File: config.mk
export PLATFORM = sky130hd
export DESIGN_NAME = pipe_stage_elastic
export DESIGN_NICKNAME = d
export VERILOG_FILES = /design/src/rtl/pipe_stage_elastic.sv
export SDC_FILE = /design/constraint.sdc
export NUM_CORES = 1
export LEC_CHECK = 0
export CAP_MARGIN = 10
export CORE_MARGIN = 2
export CORE_UTILIZATION = 53
export DETAILED_ROUTE_END_ITERATION = 16
export PLACE_DENSITY = 0.85
export REMOVE_ABC_BUFFERS = 1
export SLEW_MARGIN = 10
export SYNTH_ARGS = -nofsm -noshare
export SYNTH_HDL_FRONTEND = slang
export SYNTH_SLANG_ARGS = --single-unit
File: constraint.sdc
create_clock -name clk -period 5.95 [get_ports clk]
set_input_delay 1.19 -clock clk [delete_from_list [all_inputs] [get_ports clk]]
set_output_delay 1.19 -clock clk [all_outputs]
set_load 0.05 [all_outputs]
File: src/rtl/pipe_stage_elastic.sv
// Elastic pipeline-stage register: payload + control word with valid/ready,
// hazard stall, synchronous flush, optional skid entry and saturating perf counters.

module pipe_stage_sat_cnt #(
    parameter int W = 16
) (
    input  logic         clk,
    input  logic         reset,
    input  logic         inc,
    output logic [W-1:0] count
);

    always_ff @(posedge clk) begin
        if (reset)
            count <= '0;
        else if (inc && (count != {W{1'b1}}))
            count <= count + W'(1);
    end

endmodule

module pipe_stage_elastic #(
    parameter int DATA_W = 101,
    parameter int CTRL_W = 10,
    parameter int SKID   = 1,
    parameter int CNT_W  = 16
) (
    input  logic              clk,
    input  logic              reset,
    input  logic              in_valid,
    output logic              in_ready,
    input  logic [DATA_W-1:0] in_data,
    input  logic [CTRL_W-1:0] in_ctrl,
    input  logic              stall,
    input  logic              flush,
    output logic              out_valid,
    input  logic              out_ready,
    output logic [DATA_W-1:0] out_data,
    output logic [CTRL_W-1:0] out_ctrl,
    output logic [1:0]        occupancy,
    output logic [CNT_W-1:0]  bubble_cnt,
    output logic [CNT_W-1:0]  flush_cnt
);

    logic              m_valid, s_valid;
    logic [DATA_W-1:0] m_data, s_data;
    logic [CTRL_W-1:0] m_ctrl, s_ctrl;
    logic              in_fire, out_fire, m_load;

    assign out_fire = m_valid & out_ready & ~stall;
    assign in_fire  = in_valid & in_ready;
    // M takes a new beat (or empties) whenever it is free or its beat leaves.
    assign m_load   = ~m_valid | out_fire;

    generate
        if (SKID != 0) begin : g_skid
            // Registered ready: only the skid entry's occupancy gates the input.
            assign in_ready = ~reset & ~s_valid;

            always_ff @(posedge clk) begin
                if (reset || flush || m_load) begin
                    s_valid <= 1'b0;
                    s_data  <= '0;
                    s_ctrl  <= '0;
                end else if (in_fire) begin
                    s_valid <= 1'b1;
                    s_data  <= in_data;
                    s_ctrl  <= in_ctrl;
                end
            end
        end else begin : g_noskid
            assign in_ready = ~reset & m_load;
            assign s_valid  = 1'b0;
            assign s_data   = '0;
            assign s_ctrl   = '0;
        end
    endgenerate

    always_ff @(posedge clk) begin
        if (reset || flush) begin
            m_valid <= 1'b0;
            m_data  <= '0;
            m_ctrl  <= '0;
        end else if (m_load) begin
            if (s_valid) begin
                m_valid <= 1'b1;
                m_data  <= s_data;
                m_ctrl  <= s_ctrl;
            end else if (in_fire) begin
                m_valid <= 1'b1;
                m_data  <= in_data;
                m_ctrl  <= in_ctrl;
            end else begin
                m_valid <= 1'b0;
                m_data  <= '0;
                m_ctrl  <= '0;
            end
        end
    end

    // Empty slots read as all-zero so a bubble acts as a NOP downstream.
    assign out_valid = m_valid;
    assign out_data  = m_valid ? m_data : '0;
    assign out_ctrl  = m_valid ? m_ctrl : '0;
    assign occupancy = {1'b0, m_valid} + {1'b0, s_valid};

    pipe_stage_sat_cnt #(.W(CNT_W)) u_bubble_cnt (
        .clk   (clk),
        .reset (reset),
        .inc   (~m_valid),
        .count (bubble_cnt)
    );

    pipe_stage_sat_cnt #(.W(CNT_W)) u_flush_cnt (
        .clk   (clk),
        .reset (reset),
        .inc   (flush & (m_valid | s_valid | in_fire)),
        .count (flush_cnt)
    );

endmodule
==> reports/summary.txt, run 1 <==
=======================================================================================
Layout Area Growth over Synthesis                                                 34.4%
Number of gates resized after cts                                                     0
Clock latency reported for the late side of the worst-skew pair                 0.52 ns
Avg Cell Area, Syn                                                             8.05 um2
Most area-hungry cell type in the Yosys netlist                                 dfxtp_1
Drc violations                                                                        0
Gr ovfl total                                                                         0
Maximum ir drop on the vdd rail                                              0.000242 V
Width of the die                                                                 144 um
Pin slew with the least headroom to its limit                                   1.15 ns
Unrepaired setup endpoints after global routing                                      no
Most numerous cell in the Yosys netlist                                         nand2_1
Vias after detailed routing                                                        9713
Vias per std cell                                                                  5.48
Synth top area cells                                                       dfxtp_1 49%, nand2_1 12%, a311oi_1 9.3%, and2_1 6.8%, a21oi_1 5.8%
Count of H-tree levels built during CTS                                               1
Leakage Power                                                                   4.89 nW
Worst-case clock skew                                                         0.0112 ns
Startpoint type of the worst setup path                                        register
Number of I/O port buffers                                                          263
Std-Cell Rows                                                                        51
Core footprint                                                                19400 um2
Number of global-route vias before repair                                          9056
Total chip power                                                                3.80 mW
Classification of the worst setup path                                     register to output pin
Worst Path Arrival                                                              3.18 ns
Ordered cell list for the critical path                                    buf_4 > and2_1 > clkdlybuf4s50_1
Biggest fanout along the worst timing path                                           74
Pwr per Cell Area                                                            271 nW/um2
Stage delay of the slowest cell on the critical path                            1.09 ns
Area enclosed by the die boundary                                             20800 um2
Number of setup buffers added after CTS                                               0
Cell types with the highest counts after synthesis                         346 x nand2_1, 256 x dfxtp_1, 141 x nor2_1
Number of fill cells                                                               1497
Number of violations reported at the end of detailed-routing iteration 0            706
Die Y                                                                            144 um
Initial standard-cell utilization of the core                                     53.7%
Area of all sequential standard cells                                          5130 um2
Total Routed Length                                                             28.2 mm
Average detailed-routed wire length per instance                                15.9 um
Peak Freq                                                                       229 MHz
Predominant post-synthesis flop cell                                            dfxtp_1
Cell type of the slowest stage on the worst timing path                         dfxtp_2
Number of nets with antenna violations after detailed routing                         0
I/O pin cnt                                                                         264
Share of the clock period used by the worst path after layout                     73.4%
Yosys reg bits                                                                      256
Data required time at the worst endpoint                                        4.76 ns
Crit path capture type                                                       output pin
Synthesized instance count                                                         1295
Number of buffers inserted by hold repair at cts                                      0
Total instance count after detailed placement                                      1726
Final worst path period need                                                    4.37 ns
Final setup violating endpoints                                                       0
Dpl hpwl                                                                        17.5 mm
Worst slew margin relative to its limit                                           23.6%
Maximum number of pins on one net before global-route repair                        224
Number of unique standard cell types used by synthesis                               42
Hold Violations, Final                                                                0
Antenna violations before repair                                                      0
Post-route insts no fill                                                           1774
Cell area after synthesis                                                     10400 um2
Total track usage                                                                 25.5%
Synth async-reset ratio                                                              0%
Clk slew on worst S/H paths                                                     0.06 ns
Combined area of the multi-input logic cells                                   4870 um2
Final layout net count                                                             1610
Post-route setup TNS                                                               0 ns
Wire length of the first global-routing pass                                    43.6 mm
Proportion of netlist area held by the largest area contributor                   49.2%
Run status                                                                 finished clean
Clock Root Buffer                                                             clkbuf_16
Sink count of the clock tree                                                        256
Register area share after synthesis                                               49.2%
Number of clock buffers inserted by TritonCTS                                        26
Pins over their slew limit                                                            0
Maximum buffer depth of the clock tree                                                3
Layout cell share with drive strength beyond 1                                    3.98%
Placer's final routability congestion estimate                                    0.831
TritonCTS clock tree                                                                yes
Number of flops mapped to enable cells by yosys                                       0
Ys Warns                                                                              0
Count of maximum capacitance violations                                               0
Total iterations of the first detailed-routing run                                    5
Worst hold-check path type                                                 register to register
=======================================================================================
==> layer usage <==
layer	GRT usage [%]	part of all wire, %	routed length, um	vias up
li1	-	-	-	4770
met1	31.8	41	11500	4498
met2	44.4	49	13700	382
met3	4.67	7.3	2060	63
met4	8.89	3.4	960	0
met5	0	0	0	-
==> worst paths after layout <==
kind / from / endpoint / slack, ns / cells past startpoint
worst max-delay path: out_valid / out_data[42] / 1.58 / 3
worst min-delay path: s_data[75] / s_data[75] / 0.45 / 2
worst max register to register: out_valid / s_data[91] / 3.07 / 5
worst min register to register: s_data[75] / s_data[75] / 0.45 / 2
==> kinds of logic after synthesis <==
| kind of cell | synth area share, % |
|---|---|
| xor+xnor | 1.68 |
| simple gates | 27.2 |
| flops | 49.2 |
| mux | 0.300 |
| compound gates | 16.8 |
| fa+ha+maj | 0.480 |
| buf+inv | 4.30 |
==> through the flow <==
| step | utilization (%) | hold slack (ns) | setup WS, ns | instance area [um2] |
|---|---|---|---|---|
| after floorplan | - | 0.436 | -4.43 | 9990 |
| after global placement | 67.4 | 0.441 | 1.93 | 13100 |
| after detailed placement | 67.4 | 0.446 | 1.92 | 13100 |
| after CTS | 72.2 | 0.454 | 1.53 | 14000 |
| after global routing | 72.2 | 0.470 | 1.40 | 14000 |
| final | 72.2 | 0.453 | 1.58 | 14000 |
==> placed cells by master (no fill, tap or decap), drive strengths merged, types with 5 or more instances in the layout <==
| cell type | n |
|---|---|
| inv | 6 |
| nand2 | 346 |
| nand3 | 8 |
| and2 | 113 |
| nor3 | 9 |
| bufinv | 5 |
| o21ai | 8 |
| dfxtp | 256 |
| nor2 | 141 |
| a311oi | 111 |
| clkbuf | 38 |
| xor2 | 12 |
| xnor2 | 8 |
| clkdlybuf4s50 | 263 |
| a21oi | 121 |
| buf | 9 |
| nand4 | 6 |
==> power breakdown <==
part / internal, mW / leakage [nW] / total, mW / switching, mW
clock network: 1.10 / 0.458 / 1.76 / 0.653
logic: 0.119 / 2.36 / 0.276 / 0.157
registers: 1.74 / 2.07 / 1.77 / 0.0234
total: 2.97 / 4.89 / 3.80 / 0.834
==> sequential cells by signal, summed over array words and instances (netlist names) <==
name                flops
u_flush_cnt.count      16
u_bubble_cnt.count     16
s_ctrl                 10
m_data                101
s_data                101
m_ctrl                 10
s_valid                 1
out_valid               1
==> worst max-delay path, delay by kind of cell (launching register included) <==
| family | cells | cell delay [ns] |
|---|---|---|
| AND/OR/NAND/NOR | 1 | 0.21 |
| buffers and inverters | 2 | 1.35 |
| flip-flops | 1 | 1.09 |
==> area by class of cell <==
type                    instances  share of cell area (%)
diodes                          2                  0.0357
clock inverters                 8                    1.18
multi-input cells             927                    34.8
inverters                       6                   0.161
flip-flops and latches        256                    36.6
well taps                     265                    2.37
clock buffers                  38                    5.48
repair buffers                272                    19.4
Power figures use the tool's default switching activity.
==> run 2, diff against run 1 <==
--- a/config.mk
+++ b/config.mk
@@ -7,9 +7,9 @@
 export LEC_CHECK = 0
 export CAP_MARGIN = 10
 export CORE_MARGIN = 2
-export CORE_UTILIZATION = 53
+export CORE_UTILIZATION = 44
 export DETAILED_ROUTE_END_ITERATION = 16
-export PLACE_DENSITY = 0.85
+export PLACE_DENSITY = 0.76
 export REMOVE_ABC_BUFFERS = 1
 export SLEW_MARGIN = 10
 export SYNTH_ARGS = -nofsm -noshare
==> constraint.sdc (replaced) <==
create_clock -name clk -period 3.8 [get_ports clk]
set_input_delay 0.76 -clock clk [delete_from_list [all_inputs] [get_ports clk]]
set_output_delay 0.76 -clock clk [all_outputs]
set_load 0.05 [all_outputs]
==> run 2 against run 1 <==
- via count fell by 1.5%
- non-clock buffer count rose by 5
- worst setup slack got worse by 1.2 ns
- critical path depth did not move
- die area rose by 20%
- sequential power rose by 56%
- worst hold slack got worse by 0.0014 ns
- wire length rose by 0.47%
- clock-buffer cell count fell by 1
- global-route usage fell by 3.6 points
- register-to-register slack got worse by 1.8 ns
- clock power rose by 50%
==> reports/summary.txt, run 2 (synthesis results as in run 1) <==
=======================================================================================
Vias after detailed routing                                                        9572
Biggest fanout along the worst timing path                                           79
Std-Cell Rows                                                                        56
Run status                                                                 finished clean
Final setup slack of the worst path                                            0.345 ns
Worst slew margin relative to its limit                                           30.3%
Total iterations of the first detailed-routing run                                    5
Gr ovfl total                                                                         0
Worst-case clock skew                                                         0.0135 ns
Area enclosed by the die boundary                                             24900 um2
Hold path startpoint                                                          s_data[4]
Leakage Power                                                                   4.94 nW
Width of the die                                                                 158 um
Clk slew on worst S/H paths                                                     0.06 ns
Vias per std cell                                                                  5.21
Total chip power                                                                5.84 mW
Crit path capture type                                                       output pin
Post-route setup TNS                                                               0 ns
Pin slew with the least headroom to its limit                                   1.04 ns
Number of clock buffers inserted by TritonCTS                                        27
Layout cell share with drive strength beyond 1                                    4.75%
Number of nets with antenna violations after detailed routing                         0
Worst r2r dst                                                              u_flush_cnt.count[14]
Clock latency reported for the late side of the worst-skew pair                 0.53 ns
Stage delay of the slowest cell on the critical path                            0.86 ns
Ordered cell list for the critical path                                    buf_4 > ha_1 > clkdlybuf4s50_1
Initial standard-cell utilization of the core                                     44.7%
Commonest non-fill, non-tap cell in the layout                                  nand2_1
Clock Root Buffer                                                             clkbuf_16
Classification of the worst setup path                                     register to output pin
Final layout net count                                                             1616
Endpoint of the worst hold-timing path                                        s_data[4]
Worst flop-to-flop path startpoint                                            out_valid
Share of the clock period used by the worst path after layout                     90.9%
Average detailed-routed wire length per instance                                15.4 um
I/O pin cnt                                                                         264
Antenna violations before repair                                                      4
Count of H-tree levels built during CTS                                               1
Layout Area Growth over Synthesis                                                 35.7%
Number of global-route vias before repair                                          9067
Number of gates resized after cts                                                     0
Final setup violating endpoints                                                       0
Hold Violations, Final                                                                0
Core footprint                                                                23300 um2
Die Y                                                                            158 um
Wire length of the first global-routing pass                                    44.6 mm
TritonCTS clock tree                                                                yes
Leading cell types in the layout, fill and taps excluded                   346 x nand2_1, 262 x clkdlybuf4s50_1, 254 x dfxtp_1
Maximum buffer depth of the clock tree                                                3
Placer's final routability congestion estimate                                    0.812
Worst hold-check path type                                                 register to register
Number of I/O port buffers                                                          263
Pwr per Cell Area                                                            413 nW/um2
Peak Freq                                                                       289 MHz
Startpoint type of the worst setup path                                        register
Total track usage                                                                 21.9%
Number of buffers inserted by hold repair at cts                                      0
Number of setup buffers added after CTS                                               0
Sink count of the clock tree                                                        256
Registers with the most flip-flops                                         m_data x101, s_data x101
Dpl hpwl                                                                        17.4 mm
Count of cells along the worst hold path                                              2
Worst Path Arrival                                                              2.69 ns
Unrepaired setup endpoints after global routing                                      no
FF-to-FF setup slack                                                            1.30 ns
Total Routed Length                                                             28.3 mm
Pins over their slew limit                                                            0
Maximum ir drop on the vdd rail                                              0.000280 V
Final worst path period need                                                    3.45 ns
Worst r2r path cells                                                                  6
Data required time at the worst endpoint                                        3.04 ns
Post-route insts no fill                                                           1836
Number of violations reported at the end of detailed-routing iteration 0            456
Cell type of the slowest stage on the worst timing path                         dfxtp_4
Post-Place Worst Slack                                                         0.858 ns
Count of maximum capacitance violations                                               0
Drc violations                                                                        0
Maximum number of pins on one net before global-route repair                        224
Total instance count after detailed placement                                      1785
=======================================================================================
-- run 2: cell types whose count changed in the layout (fill, tap and decap cells not counted) --
cell,change
buf_12,+5
dfxtp_4,+1
dfxtp_2,-1
clkinvlp_4,+2
clkbuf_1,-3
clkdlybuf4s50_1,-1
bufinv_16,-3
inv_6,+1
clkbuf_8,+2
buf_4,+1
clkinv_2,+4
-- run 2: critical path: cells and delay by family (launching register included) --
| family | cells | cell delay [ns] |
|---|---|---|
| buf+inv | 2 | 1.13 |
| flops | 1 | 0.86 |
| fa+ha+maj | 1 | 0.16 |
-- run 2: per-stage QoR --
stage | area [um2] | hold WS [ns] | util, %
after detailed placement | 13200 | 0.446 | 56.7
final | 14100 | 0.452 | 60.6
after floorplan | 9990 | 0.436 | -
after global routing | 14100 | 0.467 | 60.6
after global placement | 13200 | 0.441 | 56.7
after CTS | 14100 | 0.454 | 60.6
-- run 2: how the worst max path moves through the flow --
stage | startpoint | endpoint | slack [ns] | cells past startpoint
finish | out_valid | occupancy[1] | 0.35 | 3
global route | out_valid | out_ctrl[3] | 0.19 | 3
CTS | out_valid | occupancy[1] | 0.31 | 3
detailed placement | out_valid | occupancy[1] | 0.86 | 3
global placement | out_valid | occupancy[1] | 0.87 | 3
floorplan | out_ready | s_valid | -6.15 | 4
-- run 2: metal layers --
| layer | share of wire [%] | global-route usage [%] | up-vias | wire length, um |
|---|---|---|---|---|
| met3 | 8.4 | 6.54 | 56 | 2380 |
| met1 | 41 | 25.9 | 4456 | 11600 |
| met5 | 0 | 0 | - | 0 |
| met4 | 3.0 | 8.05 | 0 | 862 |
| met2 | 48 | 37.5 | 276 | 13500 |
| li1 | - | - | 4784 | - |
-- run 2: power by group --
part           switching, mW  internal, mW  total, mW
clock                   1.06          1.57       2.64
combinational          0.243         0.192      0.435
sequential            0.0386          2.73       2.77
-- run 2: layout make-up --
cell class                 instances  area [um2]
fill                            2034        9190
sequential                       256        5130
multi-input combinational        927        4870
timing repair buffer             277        2810
clock buffer                      37         783
tap                              319         399
clock inverter                    12         119
inverter                           6        22.5
antenna                            2        5.00
